$ cat config.mk
export PLATFORM = sky130hd
export DESIGN_NAME = mux_scan
export DESIGN_NICKNAME = d
export VERILOG_FILES = /design/src/rtl/mux_scan.sv
export SDC_FILE = /design/constraint.sdc
export NUM_CORES = 1
export LEC_CHECK = 0
export CORE_MARGIN = 5
export CORE_UTILIZATION = 46
export CTS_CLUSTER_DIAMETER = 150
export DETAILED_ROUTE_END_ITERATION = 16
export PLACE_DENSITY_LB_ADDON = 0.08
export REMOVE_ABC_BUFFERS = 1
export SLEW_MARGIN = 15
export SYNTH_ARGS = -nofsm -noshare
export SYNTH_HDL_FRONTEND = slang
export SYNTH_SLANG_ARGS = --single-unit
$ cat constraint.sdc
create_clock -name clk -period 4.9 [get_ports clk]
set_input_delay 1.47 -clock clk [delete_from_list [all_inputs] [get_ports clk]]
set_output_delay 1.47 -clock clk [all_outputs]
set_load 0.03 [all_outputs]
$ cat src/rtl/mux_scan.sv
`default_nettype none
// +--------------------------------------------------------------------------+
// | mux_scan                                                                 |
// | N-channel, W-bit registered multiplexer with manual select and           |
// | round-robin scan (programmable dwell). Optional: MUX_SCAN_SKIP_EN        |
// | restricts scanning to the channels enabled in ch_mask.                   |
// | Revision: 1.0                                                            |
// +--------------------------------------------------------------------------+
module mux_scan #(
  parameter int N  = 4,
  parameter int W  = 7,
  parameter int DW = 8,
  localparam int SELW = $clog2(N)
) (
  input  logic            clk,
  input  logic            rst,
  input  logic            mode,
  input  logic [SELW-1:0] sel,
  input  logic [DW-1:0]   dwell,
  input  logic            hold,
  input  logic [N-1:0]    ch_mask,
  input  logic [N*W-1:0]  din,
  output logic [W-1:0]    dout,
  output logic [SELW-1:0] dout_ch,
  output logic            dout_vld,
  output logic            wrap
);

  localparam logic [SELW:0]   NUM_CH  = (SELW+1)'(N);
  localparam logic [SELW-1:0] LAST_CH = SELW'(N-1);

  logic [W-1:0]    dout_q, dout_d;
  logic [SELW-1:0] dout_ch_q, dout_ch_d;
  logic            dout_vld_q, dout_vld_d;
  logic            wrap_q, wrap_d;
  logic [DW-1:0]   cnt_q, cnt_d;

  logic [W-1:0]    ch_data [N];
  logic [DW-1:0]   eff_m1;
  logic            cur_ok;
  logic            cur_on;
  logic            mask_none;
  logic [SELW-1:0] base;
  logic [SELW-1:0] adv_ch;
  logic [SELW-1:0] nxt_ch;

  for (genvar g = 0; g < N; g++) begin : g_unpack
    assign ch_data[g] = din[g*W +: W];
  end

  assign eff_m1 = (dwell == '0) ? '0 : dwell - DW'(1);
  assign cur_ok = {1'b0, dout_ch_q} < NUM_CH;
  // An out-of-range index (left over from manual mode) restarts scanning at 0.
  assign base   = (cur_ok && dout_ch_q != LAST_CH) ? dout_ch_q + SELW'(1) : '0;

`ifdef MUX_SCAN_SKIP_EN
  logic [SELW-1:0] idx;

  assign mask_none = ~|ch_mask;
  assign cur_on    = cur_ok ? ch_mask[dout_ch_q] : 1'b0;

  // Descending search so the first enabled channel after the current one wins.
  always_comb begin
    adv_ch = '0;
    idx    = '0;
    for (int k = N-1; k >= 0; k--) begin
      idx = SELW'((int'(base) + k) % N);
      if (ch_mask[idx]) adv_ch = idx;
    end
  end
`else
  logic unused_mask;

  assign unused_mask = ^ch_mask;
  assign mask_none   = 1'b0;
  assign cur_on      = cur_ok;
  assign adv_ch      = base;
`endif

  always_comb begin
    dout_d     = dout_q;
    dout_ch_d  = dout_ch_q;
    dout_vld_d = 1'b0;
    wrap_d     = 1'b0;
    cnt_d      = cnt_q;
    nxt_ch     = dout_ch_q;
    if (!hold) begin
      if (!mode) begin
        cnt_d     = '0;
        dout_ch_d = sel;
        if ({1'b0, sel} < NUM_CH) begin
          dout_d     = ch_data[sel];
          dout_vld_d = 1'b1;
        end else begin
          dout_d = '0;
        end
      end else if (mask_none) begin
        cnt_d  = '0;
        dout_d = '0;
      end else begin
        if (cur_on && cnt_q < eff_m1) begin
          cnt_d  = cnt_q + DW'(1);
          nxt_ch = dout_ch_q;
        end else begin
          cnt_d  = '0;
          nxt_ch = adv_ch;
          wrap_d = (adv_ch <= dout_ch_q);
        end
        dout_ch_d  = nxt_ch;
        dout_d     = ch_data[nxt_ch];
        dout_vld_d = 1'b1;
      end
    end
  end

  always_ff @(posedge clk) begin
    if (rst) begin
      dout_q     <= '0;
      dout_ch_q  <= '0;
      dout_vld_q <= 1'b0;
      wrap_q     <= 1'b0;
      cnt_q      <= '0;
    end else begin
      dout_q     <= dout_d;
      dout_ch_q  <= dout_ch_d;
      dout_vld_q <= dout_vld_d;
      wrap_q     <= wrap_d;
      cnt_q      <= cnt_d;
    end
  end

  assign dout     = dout_q;
  assign dout_ch  = dout_ch_q;
  assign dout_vld = dout_vld_q;
  assign wrap     = wrap_q;

endmodule
`default_nettype wire

---- Word level (Yosys, flattened, before mapping) ----
Index checks and enable logic that the tools add are counted.
storage, ports and cells
  bits in registers ....................... 19
  input bits .............................. 46
  word-level logic and storage cells ...... 34
operators by class
  $add $sub $neg .......................... 3
  magnitude comparators ................... 4
  equal/unequal tests ..................... 1
  mux-type cells .......................... 16
  bitwise logic cells ..................... 3
  reductions and logical operators ........ 2
operator list
  kind                                                                 count
  7-bit two-way mux                                                    5
  7-bit binary-select mux with 2-bit select                            2
  8-bit two-way mux                                                    3
  2-bit two-way mux                                                    5
  8-bit by 1-bit adder with 8-bit output (second input constant)       1
  8-bit logical NOT                                                    1
  8-bit < comparator                                                   1
  8-bit by 1-bit subtractor with 8-bit output (second input constant)  1
  3-bit >= comparator (second input constant)                          2
  2-bit NOT with 3-bit output                                          2
  4-bit OR reduction                                                   1
  2-bit by 1-bit adder with 2-bit output (second input constant)       1
  2-bit less-or-equal comparator                                       1
  2-bit != test (second input constant)                                1
  1-bit two-way mux                                                    1
  1-bit NOT                                                            1

---- Depth between registers and ports, before layout ----
Gate-level depths: netlist (run 1).
  depth in word-level cells ............... 11
  mapped depth ............................ 13

---- Least setup slack after synthesis (run 1) ----
Ideal clock, no wire load.
  path type ............................... input to register
  from .................................... input dwell[0]
  to ...................................... register dout_q[0] (netlist: dout[0])
  library setup time ...................... 0.091 ns
  data arrival time ....................... 4.201 ns
  slack ................................... 0.609 ns
  stages on the path ...................... 13
  cells stage by stage .................... inv_1 > ha_1 > or3b_1 > or2_2 > nand2b_1 > ha_1 > o211ai_1 > a2111oi_0 > a22o_1 > buf_2 > o21ai_0 > a211o_1 > a311oi_1
on the way
  cells in the longest elaborated chain, start to end .. 11
  elaborated cells between the ends (all ways) .. 12
  those cells by class .................... add/sub: 1; order compare: 1; mux: 8; bitwise: 1; reduce/logical: 1
RTL lines
  item                                                                                     RTL line  source
  from (decl)                                                                              19        input logic [DW-1:0] dwell,
  8-bit by 1-bit subtractor with 8-bit output / 8-bit logical NOT (equally long branches)  51        assign eff_m1 = (dwell == '0) ? '0 : dwell - DW'(1);
  8-bit two-way mux (*)                                                                    51
  8-bit < comparator (*)                                                                   101       if (cur_on && cnt_q < eff_m1) begin
  2-bit two-way mux (*)                                                                    101
  2-bit two-way mux (*)                                                                    88        if (!mode) begin
  2-bit two-way mux (*)                                                                    87        if (!hold) begin
  2-bit NOT with 3-bit output (implied by the code) (*)                                    110       dout_d = ch_data[nxt_ch];
  7-bit binary-select mux with 2-bit select (*)                                            110
  7-bit two-way mux (implied by the code) (*) (2 in a row)                                 110
  7-bit two-way mux (*)                                                                    88
  to (signal assigned)                                                                     124       dout_q <= dout_d;
  to (decl)                                                                                32        logic [W-1:0] dout_q, dout_d;
Mark *: on every way between the ends. The rest lies on a longest branch, timed or not. The select of a mux whose other input is x is not followed.
A chain may end at the register's enable or synchronous reset.

---- Worst setup path in the final report (run 1) ----
  from .................................... input dwell[4]
  to ...................................... register dout_q[0] (netlist: dout[0])
The elaborated chain is that of the path after synthesis.

==> results of run 1 <==
cell type report:
cell class	count	area, sq um
Fill cell	335	1160
Timing Repair Buffer	75	693
Multi-Input combinational cell	167	1280
Sequential cell	19	380
Inverter	4	15.0
Clock buffer	3	41.3
Clock inverter	1	5.00
Tap cell	48	60.1
routing by layer:
| metal | track usage | up-vias | share of wire | wire, microns |
|---|---|---|---|---|
| met5 | 0 | - | 0 | 0 |
| met4 | 0.0522 | 0 | 0.010 | 49 |
| met3 | 0.0455 | 8 | 0.079 | 380 |
| met2 | 0.318 | 75 | 0.48 | 2310 |
| met1 | 0.257 | 835 | 0.43 | 2080 |
| li1 | - | 930 | - | - |
stage by stage:
stage	hold WS [ns]	cells
after floorplan	0.469	190
after detailed placement	0.473	313
after global routing	0.521	317
final	0.487	317
after CTS	0.492	317
after global placement	0.457	313
worst min-delay path by stage:
stage	slack (ns)	to
after floorplan	0.47	cnt_q[7]$_SDFFE_PP0N_
after global placement	0.46	dout[4]$_SDFFE_PP0N_
after detailed placement	0.47	dout[3]$_SDFFE_PP0N_
after CTS	0.49	dout[3]$_SDFFE_PP0N_
after global routing	0.52	dout[5]$_SDFFE_PP0N_
final	0.49	dout[3]$_SDFFE_PP0N_
cells in the final DEF, fill, tap and decap left out, drive strengths merged, types with 6 or more instances in the layout:
cell type,synthesis,layout
nand3,13,13
a211o,9,9
o211ai,6,6
a21oi,13,13
dfxtp,19,19
ha,10,10
o21ai,21,21
clkdlybuf4s50,0,52
mux4,7,7
nor2b,6,6
nor2,12,12
nand2,15,15
buf,1,23
registers in the layout (all words and copies together) (netlist names):
| register | cells |
|---|---|
| dout_ch | 2 |
| dout | 7 |
| dout_vld | 1 |
| wrap | 1 |
| cnt_q | 8 |
critical path, cell delays in order:
cell             delay, ns
clkdlybuf4s50_1       0.45
nor3_1                0.25
nand3_1               0.15
or3_1                 0.35
nor3_1                0.15
a21oi_1               0.06
ha_1                  0.29
buf_4                 0.14
a21oi_1               0.22
o21ai_0               0.21
a22o_2                0.35
nor2_2                0.22
o2111ai_1             0.13
a311oi_1              0.32
where the power goes:
group          internal, W  switching [W]
Clock            0.0000568      0.0000616
Combinational    0.0000839      0.0000698
Sequential        0.000162     0.00000631
kinds of logic after synthesis:
| family | Yosys count | share of synthesized area |
|---|---|---|
| adders and majority gates | 10 | 0.0734 |
| xor gates and xnor gates | 6 | 0.0308 |
| AOI/OAI and AO/OA | 72 | 0.311 |
| DFF | 19 | 0.223 |
| and+or+nand+nor | 67 | 0.204 |
| muxes | 12 | 0.126 |
| buffers and inverters | 13 | 0.0323 |
==> flow_metrics.env, run 1 <==
export IMPL_wl_per_cell_microns=15.2
export IMPL_maxSlewHeadroom=0.554
export IMPL_worstPathArrival_ns=4.76
export IMPL_netlist_area_sq_um=1700
export IMPL_fp_row_count=22
export IMPL_pre_cts_ws_ns=-0.125
export IMPL_path_class="in2reg"
export IMPL_setup_ws_ns=0.301
export IMPL_hold_depth=2
export IMPL_antenna_found_initial=0
export IMPL_grt_ovfl_total=0
export IMPL_setup_viol=0
export IMPL_worst_slew_pin_slew_ns=0.667
export IMPL_ys_async_sr_fraction=0
export IMPL_min_period_over_period=0.939
export IMPL_regToRegStartpoint="cnt_q[7]$_SDFFE_PP0N_"
export IMPL_placed_area_sq_um=2420
export IMPL_dr_pass1_iters=4
export IMPL_antenna_cells=0
export IMPL_finalPower_w=0.000440
export IMPL_final_cell_area_sq_um=2480
export IMPL_cp_max_fo=10
export IMPL_synth_ff_type="dfxtp_1"
export IMPL_finalHoldViolations=0
export IMPL_wirelength_microns=4810
export IMPL_reg2reg_setup_slack_ns=2.50
export IMPL_yosysTopAreaCellShare=0.223
export IMPL_via_per_inst=5.83
export IMPL_fin_crit_ns=4.60
export IMPL_drc_errors=0
export IMPL_final_core_utilization=0.681
export IMPL_drtAntennaViolNets=0
export IMPL_end_kind="flip-flop"
export IMPL_ys_ff_latch=19
export IMPL_grt_pass1_vias=1852
export IMPL_yosys_warnings=0
export IMPL_crit_required_ns=5.06
export IMPL_die_x_microns=70.9
export IMPL_vias=1848
export IMPL_fmax_ghz=0.217
export IMPL_drv_slew=0
export IMPL_initial_core_util=0.469
export IMPL_cts_tree="built"
export IMPL_drt_iter0_markers=177
export IMPL_final_layout_size_suffix_gt1_frac=0.178
export IMPL_die_y_microns=70.9
export IMPL_fin_worst_skew_ns=0.00282
export IMPL_cts_path_max_buffers=2
export IMPL_core_area_sq_um=3630
export IMPL_synth_common_cells="dfxtp_1 (19), o21ai_0 (19), nand2_1 (15), a21oi_1 (13), nand3_1 (13)"
export IMPL_synth_cell_types=48
export IMPL_numPortBuffers=52
export IMPL_critPathCapture="dout[0]$_SDFFE_PP0N_"
export IMPL_synth_edf_count=0
export IMPL_run_status="finished clean"
export IMPL_postCtsSetupBuffers=0
export IMPL_holdBufCountCts=0
export IMPL_reg2reg_to="dout[0]$_SDFFE_PP0N_"
export IMPL_worstSetupStartpointType="input port"
export IMPL_hpwl_microns=3720
export IMPL_reg2reg_depth=8
export IMPL_cts_made_buffers=3
export IMPL_p_leak_nw=0.943
export IMPL_dieArea_sq_um=5020
export IMPL_cts_resized=0
export IMPL_grt_usage=0.194
export IMPL_grt_max_degree=18
export IMPL_yosysTopAreaCell="dfxtp_1"
export IMPL_grt_pass1_wl_microns=8150
export IMPL_finalSetupTns_ns=0
export IMPL_clkLatencyLatePin_ns=0.26
export IMPL_synthCells=199
export IMPL_nets=326
export IMPL_clkTransAtPathRegs_ns=0.08
export IMPL_startpoint="dwell[4]"
export IMPL_syn_area_per_cell_sq_um=8.56
export IMPL_hold_start="dout[3]$_SDFFE_PP0N_"
export IMPL_rsz0062_at_grt="false"
export IMPL_ioPinCount=57
export IMPL_htreeDepth=1
export IMPL_maxCapViolCount=0
export IMPL_hp_class="reg2reg"
export IMPL_synth_seq_area_share=0.223
export IMPL_ir_drop_mv=0.104
export IMPL_power_density_nw_per_um2=178
export IMPL_yosys_top_cells_area="dfxtp_1 (22%), mux4_2 (9.3%), ha_1 (7.3%)"
export IMPL_area_growth_pct=45.3
export IMPL_clockRootBuffer="clkbuf_8"
export IMPL_cts_sinks=19
export IMPL_place_congestion=0.832
(Power assumes the default switching activity.)
==> run 2, diff against run 1 <==
- CTS_CLUSTER_SIZE: default -> 25
- SKIP_LAST_GASP: default -> 1
==> results of run 2 <==
Same layout as run 1: the final DEF is identical, and so are final timing and power.
==> run 3, diff against run 2 <==
- PLACE_DENSITY_LB_ADDON: 0.08 -> 0.15
==> run 3 against run 2 <==
Effect of this change: power fell by 1.2%; highest routed layer unchanged; critical path depth unchanged; setup slack better by 0.021 ns; design area shrank 0.71%; count of clock-buffer cells in the layout is the same; combinational power about the same; sequential cell count unchanged.
==> flow_metrics.env, run 3 (synthesized netlist as in run 1, its figures left out) <==
export IMPL_drt_iter0_markers=179
export IMPL_run_status="finished clean"
export IMPL_grt_max_degree=18
export IMPL_most_common_layout_cells="clkdlybuf4s50_1 (52), buf_4 (21), o21ai_0 (19), dfxtp_1 (19), nand2_1 (15)"
export IMPL_clockRootBuffer="clkbuf_8"
export IMPL_min_period_over_period=0.934
export IMPL_cts_sinks=19
export IMPL_drc_errors=0
export IMPL_final_layout_size_suffix_gt1_frac=0.172
export IMPL_hp_class="reg2reg"
export IMPL_antenna_cells=0
export IMPL_dieArea_sq_um=5020
export IMPL_worstSetupStartpointType="input port"
export IMPL_rsz0062_at_grt="false"
export IMPL_vias=1859
export IMPL_largest_reg_flops=8
export IMPL_cp_max_fo=8
export IMPL_antenna_found_initial=0
export IMPL_holdBufCountCts=0
export IMPL_p_leak_nw=0.926
export IMPL_final_common_cell="clkdlybuf4s50_1"
export IMPL_die_y_microns=70.9
export IMPL_drv_slew=0
export IMPL_ir_drop_mv=0.0947
export IMPL_initial_core_util=0.469
export IMPL_final_core_utilization=0.677
export IMPL_worstPathArrival_ns=4.74
export IMPL_fp_row_count=22
export IMPL_finalHoldViolations=0
export IMPL_die_x_microns=70.9
export IMPL_path_class="in2reg"
export IMPL_clkTransAtPathRegs_ns=0.07
export IMPL_fmax_ghz=0.218
export IMPL_nets=324
export IMPL_worst_slew_pin_slew_ns=0.649
export IMPL_drtAntennaViolNets=0
export IMPL_core_area_sq_um=3630
export IMPL_wl_per_cell_microns=14.7
export IMPL_dp_cells=311
export IMPL_wirelength_microns=4640
export IMPL_setup_viol=0
export IMPL_fin_worst_skew_ns=0.00889
export IMPL_regMostFlops="cnt_q"
export IMPL_grt_pass1_wl_microns=7890
export IMPL_grt_pass1_vias=1762
export IMPL_dr_pass1_iters=4
export IMPL_maxSlewHeadroom=0.566
export IMPL_cts_made_buffers=3
export IMPL_area_growth_pct=44.3
export IMPL_clkLatencyLatePin_ns=0.26
export IMPL_via_per_inst=5.90
export IMPL_cts_tree="built"
export IMPL_crit_required_ns=5.06
export IMPL_cts_path_max_buffers=2
export IMPL_numPortBuffers=52
export IMPL_ioPinCount=57
export IMPL_grt_ovfl_total=0
export IMPL_maxCapViolCount=0
export IMPL_htreeDepth=1
export IMPL_power_density_nw_per_um2=177
export IMPL_fin_crit_ns=4.58
export IMPL_place_congestion=0.794
export IMPL_grt_usage=0.189
export IMPL_end_kind="flip-flop"
export IMPL_fin_cells=315
export IMPL_hpwl_microns=3680
## run 3: changes by cell type in the layout (fill, tap and decap cells not counted), sizes merged
cell / change
buf: -2
## run 3: worst paths after layout
kind	from	cells past startpoint	end	slack [ns]
setup / recovery	dwell[1]	14	dout[1]$_SDFFE_PP0N_	0.32
hold reg to reg	dout[4]$_SDFFE_PP0N_	2	dout[4]$_SDFFE_PP0N_	0.47
setup reg to reg	cnt_q[3]$_SDFFE_PP0N_	8	dout[1]$_SDFFE_PP0N_	2.50
hold / removal	dout[4]$_SDFFE_PP0N_	2	dout[4]$_SDFFE_PP0N_	0.47
## run 3: worst max-delay path, stage by stage
cell and delay (ns):
clkdlybuf4s50_1 0.42, inv_1 0.08, ha_1 0.15, or3b_1 0.39, or2_2 0.35, nand2b_1 0.08, ha_1 0.22, o211ai_1 0.24
buf_4 0.16, a21o_1 0.25, o21ai_4 0.11, mux2_4 0.36, a211o_1 0.24, a311oi_1 0.21
## run 3: per-stage QoR
step                worst slack, ns  area (sq um)  total power, W  setup TNS [ns]  hold WS, ns
detailed placement          -0.0537          2400        0.000322          -0.266        0.463
CTS                           0.228          2450        0.000436               0        0.480
global route                 0.0611          2460        0.000454               0        0.512
finish                        0.322          2460        0.000435               0        0.472
floorplan                     0.590          1660        0.000244               0        0.469
global placement            -0.0228          2400        0.000321         -0.0940        0.459
## run 3: final cells by class
class | count | area (sq um)
clock buffer | 3 | 41.3
clock inverter | 1 | 5.00
fill | 341 | 1170
inverter | 4 | 15.0
multi-input combinational | 167 | 1280
sequential | 19 | 380
tap | 48 | 60.1
timing repair buffer | 73 | 678
## run 3: power breakdown
group | internal [W] | switching [W]
registers | 0.000162 | 0.00000590
clock network | 0.0000567 | 0.0000582
logic | 0.0000833 | 0.0000691
## run 3: timing repair
item                                    CTS  global route
endpoints found under the setup margin    0             8
endpoints found under the hold margin     0             0
buffers inserted                          0             0
gates resized for setup                   0             4
## run 3: per-layer routing
layer / vias to the layer above / routed length, microns / global-route usage
li1: 925 / - / -
met4: 0 / 28 / 0.0376
met2: 73 / 2220 / 0.315
met3: 4 / 352 / 0.0256
met5: - / 0 / 0
met1: 857 / 2050 / 0.261
